## config.mk

```make
export PLATFORM = sky130hd
export DESIGN_NAME = button_bank
export DESIGN_NICKNAME = d
export VERILOG_FILES = /design/src/rtl/button_bank.sv
export SDC_FILE = /design/constraint.sdc
export NUM_CORES = 1
export LEC_CHECK = 0
export BUFFER_PORTS_ARGS = -buffer_cell sky130_fd_sc_hd__buf_2
export CELL_PAD_IN_SITES_DETAIL_PLACEMENT = 0
export CELL_PAD_IN_SITES_GLOBAL_PLACEMENT = 1
export CORE_ASPECT_RATIO = 1.2
export CORE_UTILIZATION = 50
export DETAILED_ROUTE_END_ITERATION = 10
export MAX_ROUTING_LAYER = met4
export PLACE_DENSITY = 0.82
export REMOVE_ABC_BUFFERS = 1
export SETUP_SLACK_MARGIN = 0.2
export SLEW_MARGIN = 20
export SYNTH_ARGS = -nofsm -noshare
export SYNTH_HDL_FRONTEND = slang
export SYNTH_SLANG_ARGS = --single-unit
```

## constraint.sdc

```tcl
create_clock -name clk_1MHz -period 7 [get_ports clk_1MHz]
set_clock_uncertainty 0.2 [all_clocks]
set_input_delay 1.4 -clock clk_1MHz [delete_from_list [all_inputs] [get_ports clk_1MHz]]
set_output_delay 1.4 -clock clk_1MHz [all_outputs]
set_load 0.02 [all_outputs]
```

## src/rtl/button_bank.sv

```systemverilog
// button_bank: debounced button bank with press/release/long-press events; auto-repeat is built only when BUTTON_BANK_REPEAT_EN is defined
module button_bank #(
  parameter int N_BTN         = 4,
  parameter int DB_CYCLES     = 20000,
  parameter int LONG_CYCLES   = 1000000,
  parameter int REPEAT_CYCLES = 200000
) (
  input  logic             clk_1MHz,
  input  logic             rst_n,
  input  logic [N_BTN-1:0] btn_in,
  output logic [N_BTN-1:0] btn_level,
  output logic [N_BTN-1:0] press_pulse,
  output logic [N_BTN-1:0] release_pulse,
  output logic [N_BTN-1:0] long_pulse,
  output logic [N_BTN-1:0] repeat_pulse,
  output logic             any_event
);
  localparam int DW = $clog2(DB_CYCLES) + 1;
  localparam int HW = $clog2(LONG_CYCLES) + 1;
  localparam logic [DW-1:0] DB_LAST   = DW'(DB_CYCLES - 1);
  localparam logic [HW-1:0] HOLD_LAST = HW'(LONG_CYCLES - 1);
  typedef enum logic [1:0] {IDLE, HELD, LONG} state_t;
  if (N_BTN < 1 || N_BTN > 16 || DB_CYCLES < 1 || LONG_CYCLES <= DB_CYCLES || REPEAT_CYCLES < 1) begin : g_bad_params
    $error("button_bank: illegal parameter set");
  end
  logic [N_BTN-1:0] level_q, level_d, press_q, press_d, release_q, release_d;
  logic [N_BTN-1:0] long_q, long_d, repeat_q, repeat_d;
  logic             any_event_q, any_event_d;
  assign any_event_d   = |(press_d | release_d | long_d | repeat_d);
  assign btn_level     = level_q;
  assign press_pulse   = press_q;
  assign release_pulse = release_q;
  assign long_pulse    = long_q;
  assign repeat_pulse  = repeat_q;
  assign any_event     = any_event_q;
  // registered outputs, so every event and its any_event OR leave on the same edge
  always_ff @(posedge clk_1MHz or negedge rst_n) begin
    if (!rst_n) begin
      level_q     <= '0;
      press_q     <= '0;
      release_q   <= '0;
      long_q      <= '0;
      repeat_q    <= '0;
      any_event_q <= 1'b0;
    end else begin
      level_q     <= level_d;
      press_q     <= press_d;
      release_q   <= release_d;
      long_q      <= long_d;
      repeat_q    <= repeat_d;
      any_event_q <= any_event_d;
    end
  end
  for (genvar i = 0; i < N_BTN; i++) begin : g_ch
    logic [1:0]    sync_q, sync_d;
    logic [DW-1:0] db_q, db_d;
    logic [HW-1:0] hold_q, hold_d;
    state_t        state_q, state_d;
    logic          mis, flip, long_hit;
    // debounce: count consecutive mismatch cycles and flip the level at the end of the window; hold timing follows the FSM
    always_comb begin
      sync_d   = {sync_q[0], btn_in[i]};
      mis      = sync_q[1] ^ level_q[i];
      flip     = mis && db_q == DB_LAST;
      db_d     = (mis && !flip) ? db_q + 1'b1 : '0;
      long_hit = state_q == HELD && !flip && hold_q == HOLD_LAST;
      hold_d   = (state_q == HELD && !flip && !long_hit) ? hold_q + 1'b1 : '0;
      state_d  = flip ? (level_q[i] ? IDLE : HELD) : long_hit ? LONG : state_q;
    end
    assign level_d[i]   = level_q[i] ^ flip;
    assign press_d[i]   = flip & ~level_q[i];
    assign release_d[i] = flip & level_q[i];
    assign long_d[i]    = long_hit;
    // per-channel synchroniser, debounce counter, hold counter and FSM state
    always_ff @(posedge clk_1MHz or negedge rst_n) begin
      if (!rst_n) begin
        sync_q  <= '0;
        db_q    <= '0;
        hold_q  <= '0;
        state_q <= IDLE;
      end else begin
        sync_q  <= sync_d;
        db_q    <= db_d;
        hold_q  <= hold_d;
        state_q <= state_d;
      end
    end
`ifdef BUTTON_BANK_REPEAT_EN
    localparam int RW = $clog2(REPEAT_CYCLES) + 1;
    localparam logic [RW-1:0] REP_LAST = RW'(REPEAT_CYCLES - 1);
    logic [RW-1:0] rep_q, rep_d;
    logic          rep_hit;
    // repeat period counter runs only in LONG and wraps on each repeat; a release in the same cycle suppresses the pulse
    always_comb begin
      rep_hit = state_q == LONG && !flip && rep_q == REP_LAST;
      rep_d   = (state_q == LONG && !flip && !rep_hit) ? rep_q + 1'b1 : '0;
    end
    assign repeat_d[i] = rep_hit;
    // repeat counter register
    always_ff @(posedge clk_1MHz or negedge rst_n) begin
      if (!rst_n) rep_q <= '0;
      else rep_q <= rep_d;
    end
`else
    assign repeat_d[i] = 1'b0;
`endif
  end
endmodule

```

==> results of run 1 <==
-- cells in the final DEF (no fill, tap or decap), types with 6 or more instances in the layout --
cell type,instances
nor2_1,182
dfrtp_1,181
xor2_1,76
nand3_1,68
xnor2_1,59
nand2_1,50
nand4_1,34
nor3_1,25
inv_1,25
buf_2,21
nor4_1,18
and3_1,17
clkbuf_16,17
and4_1,12
nor4b_1,8
ha_1,8
o21ai_0,6
bufinv_16,6
-- logic make-up after synthesis --
logic type | Yosys count | share of synthesized area
fa+ha+maj | 8 | 0.01196
mux | 1 | 0.001345
simple gates | 450 | 0.2641
compound gates | 19 | 0.01779
other cells | 1 | 0.0004480
flops | 181 | 0.5411
buf+inv | 43 | 0.02197
xor+xnor | 135 | 0.1413
-- how the worst max path moves through the flow --
stage,from,endpoint,depth (start not counted)
2_1_floorplan,g_ch[1].db_q[0]$_DFF_PN0_,any_event$_DFF_PN0_,6
3_3_place_gp,rst_n,g_ch[3].hold_q[16]$_DFF_PN0_,2
3_5_place_dp,rst_n,press_pulse[1]$_DFF_PN0_,2
4_1_cts,flip-flop,btn_level[1],1
5_1_grt,g_ch[2].db_q[5]$_DFF_PN0_,g_ch[2].hold_q[6]$_DFF_PN0_,5
6_report,flip-flop,btn_level[1],1
-- sequential cells by signal, summed over array words and instances (netlist names), named ones only --
signal / cells
g_ch.sync_q: 8
g_ch.state_q: 8
press_pulse: 4
long_pulse: 4
any_event: 1
g_ch.hold_q: 84
release_pulse: 4
g_ch.db_q: 64
-- metal layers --
| metal | global-route usage | vias to the layer above | part of all wire |
|---|---|---|---|
| met5 | - | - | 0 |
| met3 | 0.03968 | 25 | 0.025 |
| met1 | 0.2527 | 2937 | 0.47 |
| li1 | - | 2887 | - |
| met2 | 0.3291 | 57 | 0.49 |
| met4 | 0.07829 | 0 | 0.018 |
-- per-stage QoR --
stage / power (mW) / utilization / hold WS, ns / std cells
final: 2.174 / 0.5751 / 0.1478 / 1091
after global routing: 2.243 / 0.5751 / 0.1509 / 1091
after CTS: 2.195 / 0.5749 / 0.1498 / 1091
after detailed placement: 1.125 / 0.5339 / 0.1347 / 1059
after global placement: 1.123 / 0.5339 / 0.1344 / 1059
after floorplan: 1.096 / - / 0.1312 / 823
-- layout make-up --
class,count,share of cell area
multi-input cells,617,0.3920
clock inverters,9,0.02113
repair buffers,24,0.01444
clock buffers,23,0.05001
inverters,25,0.01003
well taps,212,0.02835
flip-flops and latches,181,0.4840
-- report_power, final --
| group | switching [mW] | internal, mW |
|---|---|---|
| Sequential | 0.00780 | 1.05 |
| Clock | 0.382 | 0.688 |
| Combinational | 0.0330 | 0.00903 |
| Total | 0.423 | 1.75 |
==> out/qor.yml, run 1 <==
first_pass_iters: 4
worstPathCellList: "buf_2"
port_buffers: 22
cts.clk_slew.worst_paths_ns: 0.07
finalMaxSlewViolations: 0
grt_pass1_vias: 5867
synth_area_leader_cell: "dfrtp_1"
power_density_nw_per_um2: 232.4
slew_headroom: 0.5064
whs_path_depth: 0
boundaryPins: 27
ctsResizeCount: 0
synth_commonest_cells: "nor2_1 (182), dfrtp_1 (181), xor2_1 (76)"
start_util: 0.5144
status: "finished clean"
cts_tree: "yes"
coreArea_um2: 16270
synth_edf_count: 0
antenna_found_initial: 0
r2r-start: "g_ch[2].db_q[5]$_DFF_PN0_"
multi_input_area_um2: 3669
synth-seq-cells: 181
yosysMostFrequentCell: "nor2_1"
cp_num_buf_inv: 1
r2r_cells: 5
placed_area_um2: 8688
crit_path_max_fanout: 6
max_freq_mhz: 367.9
hold_start: "g_ch[3].sync_q[0]$_DFF_PN0_"
grt_use_total: 0.2035
yosysSeqAreaShare: 0.5411
synth-warning-count: 0
post_drt_wl_per_cell_um: 14.16
root_buffer: "clkbuf_16"
grt_max_degree: 83
die-area_um2: 17260
critPathArrivalTime_ns: 1.12
post_cts_buffers: 0
synth_top_area_frac: 0.5411
rows: 51
die_h_um: 143.7
finalCritPeriodShare: 0.3883
grt-ovfl-total: 0
hold_path.class: "flip-flop to flip-flop"
ant_nets: 0
slowest_delay_ns: 0.47
cp_top_family: "flip-flops"
fillers: 1415
hold_violations: 0
syn-cell-area_um2: 8371
rrSetupSlack_ns: 4.31
tightestPinTransition_ns: 0.7336
worst_slack_ns: 4.282
diodes: 0
ir_drop_uv: 176.4
drive_gt1_frac: 0.07167
grt_pass1_wl_um: 27090
dp.final_hpwl_um: 10670
htree_levels: 4
yosysUniqueCellTypes: 43
clk_latency_ns: 0.42
yosys-top-cells-area: "dfrtp_1 (54%), nor2_1 (8.2%), xor2_1 (8.0%)"
post-place-ws_ns: 4.038
r2r_end: "g_ch[2].hold_q[9]$_DFF_PN0_"
worst_path_max_delay_cell: "dfrtp_1"
regArea_um2: 4529
cts_max_path_buffers: 2
synthCells: 838
avgSynthCellArea_um2: 9.989
vias: 5906
rsz0062_at_grt: "false"
drc: 0
vias_per_cell: 5.413
routed_wl_um: 15440
path_class: "flip-flop to output pin"
setup_viol: 0
dieWidth_um: 120.1
design_area_um2: 9358
clock-sinks: 181
start_kind: "flip-flop"
ctsHoldBuffers: 0
drtIter0Drc: 388
synth_flop_cell: "dfrtp_1"
gp_congestion: 0.8196
async_reset_ff_frac: 1.000
cp-end-kind: "output pin"
area_growth_pct: 11.79
fin_setup_tns_ns: 0
p_leak_nw: 3.935
crit_required_ns: 5.40
cts_buffers: 17
nNetsFinal: 880
timing.max_cap.violations: 0
finalCriticalPeriod_ns: 2.718
min_to: "g_ch[3].sync_q[1]$_DFF_PN0_"
Note: power is estimated with default switching activity, not from simulation.
==> run 2: changes to the inputs <==
CORE_UTILIZATION = 49   (was 50)
PLACE_DENSITY = 0.8   (was 0.82)
clock period = 2.6 ns   (was 7 ns; I/O delays follow)
==> out/qor.yml, run 2 (same netlist as run 1, synthesis figures left out) <==
layout.cells.non_filler: 1116  # +2.3%
grt_use_total: 0.1992  # -0.004312
start_util: 0.4987  # -0.01576
area_growth_pct: 13.59
status: "finished clean"
setup_viol: 0  # unchanged
p_leak_nw: 4.014  # +2.0%
worst_path_max_delay_cell: "or4_4"
power_density_nw_per_um2: 582.0  # +150%
port_buffers: 22  # unchanged
diodes: 0  # unchanged
post-place-ws_ns: 0.1859  # -3.852 ns
drtIter0Drc: 249  # -36%
crit_required_ns: 2.71  # -2.69 ns
regMostFlops: "g_ch.hold_q"
dieWidth_um: 121.3  # +0.99%
critPathArrivalTime_ns: 2.45  # +1.33 ns
cts_buffers: 17  # unchanged
cts_max_path_buffers: 2  # unchanged
gp_congestion: 0.7728  # -5.7%
first_pass_iters: 5  # +1
ant_nets: 0  # unchanged
drc: 0  # unchanged
worstPathCellList: "or4_1 -> or4_4 -> o41ai_4 -> o21ai_1 -> o2bb2ai_1"
finalCriticalPeriod_ns: 2.341
post_drt_wl_per_cell_um: 14.06  # -0.66%
nNetsFinal: 901  # +2.4%
layout.cells.most_common: "nor2_1"
hold_path.class: "primary input to flip-flop"
dp_cells: 1076  # +1.6%
vias_per_cell: 5.346  # -1.2%
slew_headroom: 0.5539  # +0.04743
drive_gt1_frac: 0.09667  # +0.02499
grt_max_degree: 59  # -29%
tightestPinTransition_ns: 0.6631  # -0.07050 ns
vias: 5966  # +1.0%
root_buffer: "clkbuf_16"
path_class: "flip-flop to flip-flop"
timing.max_cap.violations: 0  # unchanged
htree_levels: 4  # unchanged
crit_path_max_fanout: 4  # -2
worst_slack_ns: 0.2590  # -4.023 ns
grt-ovfl-total: 0  # unchanged
routed_wl_um: 15690  # +1.6%
cts_tree: "yes"
reg_top3: "g_ch.hold_q (84), g_ch.db_q (64)"
finalCritPeriodShare: 0.9004
slowest_delay_ns: 0.57  # +0.10 ns
largest_reg_flops: 84  # unchanged
grt_pass1_wl_um: 27580  # +1.8%
cts.clk_slew.worst_paths_ns: 0.07  # about the same
die_h_um: 145.2  # +1.0%
hold_violations: 0  # unchanged
start_kind: "flip-flop"
ir_drop_uv: 434.7  # +150%
clk_latency_ns: 0.43  # about the same
antenna_found_initial: 0  # unchanged
dp.final_hpwl_um: 10940  # +2.5%
die-area_um2: 17610  # +2.0%
rsz0062_at_grt: "false"
cp-end-kind: "flip-flop"
coreArea_um2: 16790  # +3.2%
fillers: 1470  # +3.9%
final_cell_mix: "nor2_1 (182), dfrtp_1 (181), xor2_1 (76)"
final_util: 0.5664  # -0.008674
grt_pass1_vias: 6053  # +3.2%
finalMaxSlewViolations: 0  # unchanged
clock-sinks: 181  # unchanged
boundaryPins: 27  # unchanged
fin_setup_tns_ns: 0  # unchanged
rows: 52  # +2.0%
max_freq_mhz: 427.2
[run 2: changes by cell type in the layout (fill, tap and decap cells not counted), moves of 3 or more]
cell	before	now
clkbuf_1	4	0
buf_12	0	3
bufinv_16	6	2
inv_6	0	3
buf_4	1	16
dlygate4sd3_1	0	4
clkinv_4	0	5
[run 2: metrics by stage]
step	area (µm²)	hold WS, ns	total power, mW
after global routing	9508	0.02531	5.724
after CTS	9464	0.02659	5.605
after global placement	8828	0.1335	3.033
after floorplan	8292	0.02441	2.951
final	9508	0.04957	5.534
after detailed placement	8828	0.1413	3.040
[run 2: cell type report]
type	instances	area, µm²	area share
inverters	25	93.84	0.009870
flip-flops and latches	181	4529	0.4764
clock buffers	18	439.2	0.04619
repair buffers	45	336.6	0.03540
well taps	216	270.3	0.02842
clock inverters	14	152.6	0.01605
multi-input cells	617	3686	0.3877
[run 2: worst max-delay path, delay by kind of cell (launching register included)]
kind | cells | cell delay, ns
DFF | 1 | 0.42
AOI/OAI and AO/OA | 3 | 0.51
and+or+nand+nor | 2 | 1.11
[run 2: metal layers]
layer	vias up	part of all wire	track usage
met5	-	0	-
met1	2953	0.46	0.2515
li1	2935	-	-
met3	15	0.025	0.04049
met4	0	0.0093	0.05556
met2	63	0.51	0.3239
[run 2: repair_timing]
action / CTS / global route
setup buffers: 0 / 4
endpoints found under the hold margin: 57 / 0
hold buffers: 4 / 0
setup endpoints to repair: 16 / 52
pin swaps: 0 / 2
gates resized for setup: 1 / 3
[run 2: path summary, 6_finish.rpt]
path                                                  end                   startpoint  slack, ns  cells after the start
setup / recovery           g_ch[3].state_q[0]$_DFFE_PN0P_  g_ch[3].hold_q[7]$_DFF_PN0_       0.26                      5
setup reg to reg           g_ch[3].state_q[0]$_DFFE_PN0P_  g_ch[3].hold_q[7]$_DFF_PN0_       0.26                      5
min in group asynchronous      release_pulse[0]$_DFF_PN0_                        rst_n       0.44                      2
hold / removal                g_ch[0].sync_q[0]$_DFF_PN0_                    btn_in[0]       0.05                      1
max in group asynchronous       g_ch[2].db_q[4]$_DFF_PN0_                        rst_n       1.08                      3
hold reg to reg               g_ch[2].sync_q[1]$_DFF_PN0_  g_ch[2].sync_q[0]$_DFF_PN0_       0.15                      0
[run 2: power by group]
| part | total (mW) | switching (mW) | internal [mW] |
|---|---|---|---|
| Clock | 2.55 | 1.10 | 1.45 |
| Sequential | 2.86 | 0.0208 | 2.84 |
| Combinational | 0.128 | 0.0930 | 0.0350 |
| Total | 5.53 | 1.21 | 4.32 |
